[src/rtl/mem_bus_arbiter_pkg.sv]
// Shared bus encodings and owner typedef for the memory bus arbiter slice.
// XLEN defaults to 32 unless the build defines it.
`ifndef XLEN
`define XLEN 32
`endif

package mem_bus_arbiter_pkg;

  typedef enum logic [1:0] {
    BUS_NONE  = 2'h0,
    BUS_LOAD  = 2'h1,
    BUS_STORE = 2'h2
  } bus_command_e;

  typedef enum logic [1:0] {
    BYTE   = 2'h0,
    HALF   = 2'h1,
    WORD   = 2'h2,
    DOUBLE = 2'h3
  } mem_size_e;

  typedef enum logic {
    OWNER_I = 1'b0,
    OWNER_D = 1'b1
  } owner_e;

  localparam int NUM_TAGS = 16;

endpackage

[src/rtl/mem_tag_owner_table.sv]
// Per-tag ownership record for in-flight loads: valid bit plus requester.
// A set and a clear of the same tag in one cycle leaves the entry set.
module mem_tag_owner_table
  import mem_bus_arbiter_pkg::*;
(
  input  logic       clock,
  input  logic       reset,
  input  logic       set_en,
  input  logic [3:0] set_tag,
  input  owner_e     set_owner,
  input  logic       clr_en,
  input  logic [3:0] clr_tag,
  input  logic [3:0] rd_tag,
  output logic       rd_valid,
  output owner_e     rd_owner
);

  logic [NUM_TAGS-1:0] valid_q, valid_d;
  logic [NUM_TAGS-1:0] owner_q, owner_d;

  always_comb begin
    valid_d = valid_q;
    owner_d = owner_q;
    if (clr_en) begin
      valid_d[clr_tag] = 1'b0;
    end
    if (set_en) begin
      valid_d[set_tag] = 1'b1;
      owner_d[set_tag] = set_owner;
    end
  end

  always_ff @(posedge clock) begin
    if (reset) begin
      valid_q <= '0;
      owner_q <= '0;
    end else begin
      valid_q <= valid_d;
      owner_q <= owner_d;
    end
  end

  assign rd_valid = valid_q[rd_tag];
  assign rd_owner = owner_e'(owner_q[rd_tag]);

endmodule

[src/rtl/mem_bus_arbiter.sv]
// Two-requester memory bus arbiter: D-cache priority with I-cache starvation
// guard, load-count throttling, and tag-based routing of returned data.
`ifndef XLEN
`define XLEN 32
`endif

module mem_bus_arbiter
  import mem_bus_arbiter_pkg::*;
#(
  parameter int STARVE_LIMIT    = 4,
  parameter int MAX_OUTSTANDING = 8
) (
  input  logic              clock,
  input  logic              reset,
  input  logic [1:0]        ic2arb_command,
  input  logic [`XLEN-1:0]  ic2arb_addr,
  input  logic [1:0]        dc2arb_command,
  input  logic [`XLEN-1:0]  dc2arb_addr,
  input  logic [63:0]       dc2arb_data,
  input  logic [1:0]        dc2arb_size,
  output logic [3:0]        arb2ic_response,
  output logic [63:0]       arb2ic_data,
  output logic [3:0]        arb2ic_tag,
  output logic [3:0]        arb2dc_response,
  output logic [63:0]       arb2dc_data,
  output logic [3:0]        arb2dc_tag,
  output logic [1:0]        proc2mem_command,
  output logic [`XLEN-1:0]  proc2mem_addr,
  output logic [63:0]       proc2mem_data,
  output logic [1:0]        proc2mem_size,
  input  logic [3:0]        mem2proc_response,
  input  logic [63:0]       mem2proc_data,
  input  logic [3:0]        mem2proc_tag,
  output logic [3:0]        outstanding,
  output logic              orphan_tag
);

  localparam int SW = (STARVE_LIMIT < 1) ? 1 : $clog2(STARVE_LIMIT + 1);

  logic [SW-1:0] starve_cnt_q, starve_cnt_d;
  logic [3:0]    outstanding_q, outstanding_d;

  logic   ic_ok, dc_ok, starved, not_full;
  logic   grant_i, grant_d, accepted, alloc;
  logic   rd_valid, ret_valid;
  owner_e rd_owner;

  // A load is only eligible while the in-flight budget has room; stores always are.
  always_comb begin
    not_full = outstanding_q < 4'(MAX_OUTSTANDING);
    starved  = starve_cnt_q == SW'(STARVE_LIMIT);
    ic_ok    = (ic2arb_command != BUS_NONE) && (ic2arb_command != BUS_LOAD || not_full);
    dc_ok    = (dc2arb_command != BUS_NONE) && (dc2arb_command != BUS_LOAD || not_full);
    grant_i  = !reset && ic_ok && (!dc_ok || starved);
    grant_d  = !reset && dc_ok && !grant_i;
    accepted = mem2proc_response != 4'h0;

    proc2mem_command = BUS_NONE;
    proc2mem_addr    = '0;
    proc2mem_data    = '0;
    proc2mem_size    = '0;
    if (grant_d) begin
      proc2mem_command = dc2arb_command;
      proc2mem_addr    = dc2arb_addr;
      proc2mem_data    = dc2arb_data;
      proc2mem_size    = dc2arb_size;
    end else if (grant_i) begin
      proc2mem_command = ic2arb_command;
      proc2mem_addr    = ic2arb_addr;
      proc2mem_size    = DOUBLE;
    end

    arb2ic_response = grant_i ? mem2proc_response : 4'h0;
    arb2dc_response = grant_d ? mem2proc_response : 4'h0;
    alloc = (grant_i || grant_d) && accepted && (proc2mem_command == BUS_LOAD);
  end

  mem_tag_owner_table u_owner_table (
    .clock     (clock),
    .reset     (reset),
    .set_en    (alloc),
    .set_tag   (mem2proc_response),
    .set_owner (grant_i ? OWNER_I : OWNER_D),
    .clr_en    (ret_valid),
    .clr_tag   (mem2proc_tag),
    .rd_tag    (mem2proc_tag),
    .rd_valid  (rd_valid),
    .rd_owner  (rd_owner)
  );

  always_comb begin
    ret_valid   = !reset && (mem2proc_tag != 4'h0) && rd_valid;
    orphan_tag  = !reset && (mem2proc_tag != 4'h0) && !rd_valid;
    arb2ic_tag  = (ret_valid && rd_owner == OWNER_I) ? mem2proc_tag : 4'h0;
    arb2dc_tag  = (ret_valid && rd_owner == OWNER_D) ? mem2proc_tag : 4'h0;
    arb2ic_data = (arb2ic_tag != 4'h0) ? mem2proc_data : 64'h0;
    arb2dc_data = (arb2dc_tag != 4'h0) ? mem2proc_data : 64'h0;
  end

  always_comb begin
    starve_cnt_d = starve_cnt_q;
    if (ic2arb_command == BUS_NONE || (grant_i && accepted)) begin
      starve_cnt_d = '0;
    end else if (!starved) begin
      starve_cnt_d = starve_cnt_q + SW'(1);
    end

    outstanding_d = outstanding_q;
    if (alloc && !ret_valid && outstanding_q != 4'hf) begin
      outstanding_d = outstanding_q + 4'h1;
    end else if (ret_valid && !alloc && outstanding_q != 4'h0) begin
      outstanding_d = outstanding_q - 4'h1;
    end
  end

  always_ff @(posedge clock) begin
    if (reset) begin
      starve_cnt_q  <= '0;
      outstanding_q <= '0;
    end else begin
      starve_cnt_q  <= starve_cnt_d;
      outstanding_q <= outstanding_d;
    end
  end

  assign outstanding = outstanding_q;

endmodule

[config.mk]
export PLATFORM = sky130hd
export DESIGN_NAME = mem_bus_arbiter
export DESIGN_NICKNAME = d
export VERILOG_FILES = /design/src/rtl/mem_bus_arbiter_pkg.sv /design/src/rtl/mem_tag_owner_table.sv /design/src/rtl/mem_bus_arbiter.sv
export SDC_FILE = /design/constraint.sdc
export NUM_CORES = 1
export LEC_CHECK = 0
export CELL_PAD_IN_SITES_DETAIL_PLACEMENT = 1
export CELL_PAD_IN_SITES_GLOBAL_PLACEMENT = 1
export CORE_AREA = 2 2 175 177
export CTS_CLUSTER_DIAMETER = 150
export DETAILED_ROUTE_END_ITERATION = 8
export DIE_AREA = 0 0 177 179
export GPL_ROUTABILITY_DRIVEN = 0
export GPL_TIMING_DRIVEN = 1
export PLACE_DENSITY_LB_ADDON = 0.1
export SLEW_MARGIN = 10
export SYNTH_ARGS = -nofsm -noshare
export SYNTH_HDL_FRONTEND = slang
export SYNTH_SLANG_ARGS = --single-unit
[constraint.sdc]
create_clock -name clock -period 8.19 [get_ports clock]
set_input_delay 0.819 -clock clock [delete_from_list [all_inputs] [get_ports clock]]
set_output_delay 0.819 -clock clock [all_outputs]
set_load 0.01 [all_outputs]
==> run summary <==
Status -> complete, no violations
Startpoint types -> input port
Fmax -> 0.173 GHz
FF-to-FF Start -> u_owner_table.valid_q[5]$_SDFF_PP0_
Cell Pwr Density -> 77.5 mW/mm²
CORE AREA -> 0.0300 mm²
Worst path max stage delay -> 1060 ps
Final design utilization -> 30.5%
Pin count of the biggest net entering global routing -> 104
Hold endpoint -> u_owner_table.owner_q[4]$_SDFFE_PP0P_
Initial DRC count -> 211
Setup CP Type -> in2out
TNS Setup -> 0 ps
Root buffer cell -> clkbuf_16
Max Cap Viol -> 0
Final Setup Violations -> 0
Final WL -> 27600 µm
Detail Route Antenna Nets -> 0
Hold path cells -> 2
Worst Path Required -> 7370 ps
Worst rel slew slack -> 36.5%
Post-synth top flop -> dfxtp_1
Post-Syn Nets -> 814
Worst-path clk slew -> 60 ps
Final min period -> 5790 ps
I/O pins -> 457
Antenna violations before repair -> 2
Final hold viol count -> 0
Total global-route track usage -> 16.3%
Maximum VDD drop -> 0.0702 mV
Post-detail-place hpwl -> 22700 µm
Row count -> 64
Final nets -> 1221
Area grow syn2layout -> 120%
Post-CTS resize count -> 0
Hold Crit Class -> reg2reg
Via density -> 4.31
Reg2Reg Depth -> 10
Syn_area_per_cell -> 6.93 µm²
CP Cell Sequence -> clkdlybuf4s50_1 > mux4_1 > mux4_2 > buf_4 > nor2_4 > buf_4 > and2_1 > clkdlybuf4s50_1
Wire per inst -> 19.6 µm
Async S/R FF share, synth -> 0%
Initial core utilization -> 13.9%
Worst-Margin Slew -> 953 ps
Clock skew -> 6.30 ps
Tcrit/Tclk final -> 70.7%
Die area -> 0.0317 mm²
TritonCTS Buffers -> 5
R2R Setup Slk -> 5240 ps
Post-synthesis instance area -> 0.00417 mm²
Count of cell types in the netlist -> 49
Total gr overflow -> 0
Vias in the first global route -> 5991
Syn Inst Count -> 601
Drt pass-1 iters -> 4
Delay-heaviest family, CP -> buffers and inverters
# Post-CTS Setup Buffers -> 0
Critical Path Start -> mem2proc_tag[0]
Reg2reg end -> outstanding[3]$_SDFFE_PP0P_
RSZ-0062 raised after global routing -> false
Clk buf depth -> 2
Worst skew pair latency -> 280 ps
Die Ht -> 179 µm
Worst-path fanout max -> 69
Min-Delay Startpoint -> u_owner_table.owner_q[4]$_SDFFE_PP0P_
Via count -> 6061
Leak -> 3.85 nW
Synth Register Bits -> 39
TritonCTS clock tree -> yes
Sequential share of the synthesized area -> 18.7%
IO Port Bufs -> 456
Slew Viols, Final -> 0
Critical path capture point type -> output port
Residual DRC -> 0
Max stage delay cell, worst path -> clkdlybuf4s50_1
CTS sink cnt -> 39
First-pass GRT wire length -> 38600 µm
Die width -> 177 µm
Worst Path Arrival -> 4970 ps
EDFF count, synth -> 0
Share of layout cells above drive strength 1 -> 3.08%
Hold-fix buffers, CTS -> 0
Synth warn -> 0
Buf/Inv on CP -> 4
H-tree Lvls -> 2
==> where the power goes <==
part	switching, W	internal, W	leakage (nW)
Combinational	0.000133	0.000184	3.46
Clock	0.0000758	0.000119	0.0727
Sequential	0.00000471	0.000194	0.315
==> through the flow <==
step	worst slack [ps]	power, W	cells	instance area (µm²)	hold WS [ps]
5_1_grt	2060	0.000752	1404	9160	462
3_5_place_dp	2360	0.000525	1397	9010	437
2_1_floorplan	4790	0.000308	601	4170	416
4_1_cts	2350	0.000723	1404	9160	449
6_report	2400	0.000710	1405	9160	452
3_3_place_gp	2410	0.000526	1397	9010	438
==> cells in the mapped netlist (5+ instances only) <==
| cell type | instances | area share (%) |
|---|---|---|
| nand3_1 | 38 | 4.6 |
| a21oi_1 | 27 | 3.2 |
| nor3_1 | 5 | 0.60 |
| mux4_1 | 8 | 5.0 |
| nor2b_1 | 6 | 0.90 |
| inv_1 | 8 | 0.72 |
| clkbuf_2 | 5 | 0.60 |
| o21ai_0 | 20 | 2.4 |
| mux2i_1 | 9 | 2.2 |
| buf_1 | 5 | 0.45 |
| a311oi_1 | 8 | 1.7 |
| and3_1 | 138 | 21 |
| and2_1 | 72 | 11 |
| nand2_1 | 89 | 8.0 |
| nor2_1 | 18 | 1.6 |
| clkbuf_1 | 47 | 4.2 |
| dfxtp_1 | 39 | 19 |
==> sequential cells by signal, indices dropped and copies added, names as in the netlist <==
signal                 cells
u_owner_table.owner_q     16
outstanding                4
u_owner_table.valid_q     16
starve_cnt_q               3
==> placed cells by master (no fill, tap or decap), types with 5 or more instances in the layout <==
cell and n:
inv_1 8, buf_4 10, clkbuf_16 5, and3_1 138, o21ai_0 20, a21oi_1 27
nand2_1 89, a311oi_1 8, dfxtp_1 39, clkdlybuf4s50_1 455, nor2b_1 6, nand3_1 38
nor2_1 17, mux4_1 8, and2_1 72, mux2i_1 9
==> worst reg2reg max path: stages, from the launching register on <==
cell and delay, ps:
dfxtp_1 320, mux4_1 550, mux2i_4 270, o22ai_4 160, nor3_2 370, inv_1 160
ha_1 300, a21o_1 180, a21oi_1 180, mux2i_1 240, mux2i_1 190
==> cell type report <==
cell class                 count  area, µm²
fill                        3568      20900
timing repair buffer         466       4630
multi-input combinational    488       3070
sequential                    39        781
tap                          396        495
clock buffer                   6        139
inverter                       8       30.0
clock inverter                 1       5.00
antenna                        1       2.50
==> worst max path at each step <==
stage	end	slack, ps	cells past startpoint
after floorplan	arb2dc_data[57]	4790	6
after global placement	arb2ic_data[43]	2410	8
after detailed placement	arb2ic_data[50]	2360	8
after CTS	arb2ic_data[50]	2350	8
after global routing	arb2ic_data[50]	2060	8
final	arb2ic_data[50]	2400	8
==> per-layer routing <==
| metal | track usage, % | share of wire, % | vias to the layer above |
|---|---|---|---|
| li1 | - | - | 2932 |
| met1 | 15.9 | 35 | 2820 |
| met2 | 32.3 | 54 | 290 |
| met3 | 5.89 | 9.4 | 17 |
| met4 | 3.44 | 1.9 | 2 |
| met5 | 0 | 0.025 | - |
==> cells by family after synthesis <==
| logic type | Yosys count | synth area share (%) |
|---|---|---|
| and+or+nand+nor | 389 | 51.2 |
| buffers and inverters | 74 | 8.05 |
| AOI/OAI and AO/OA | 72 | 11.1 |
| DFF | 39 | 18.7 |
| muxes | 20 | 8.83 |
| adders and majority gates | 5 | 1.68 |
| xor gates and xnor gates | 2 | 0.420 |
(Power assumes the default switching activity.)
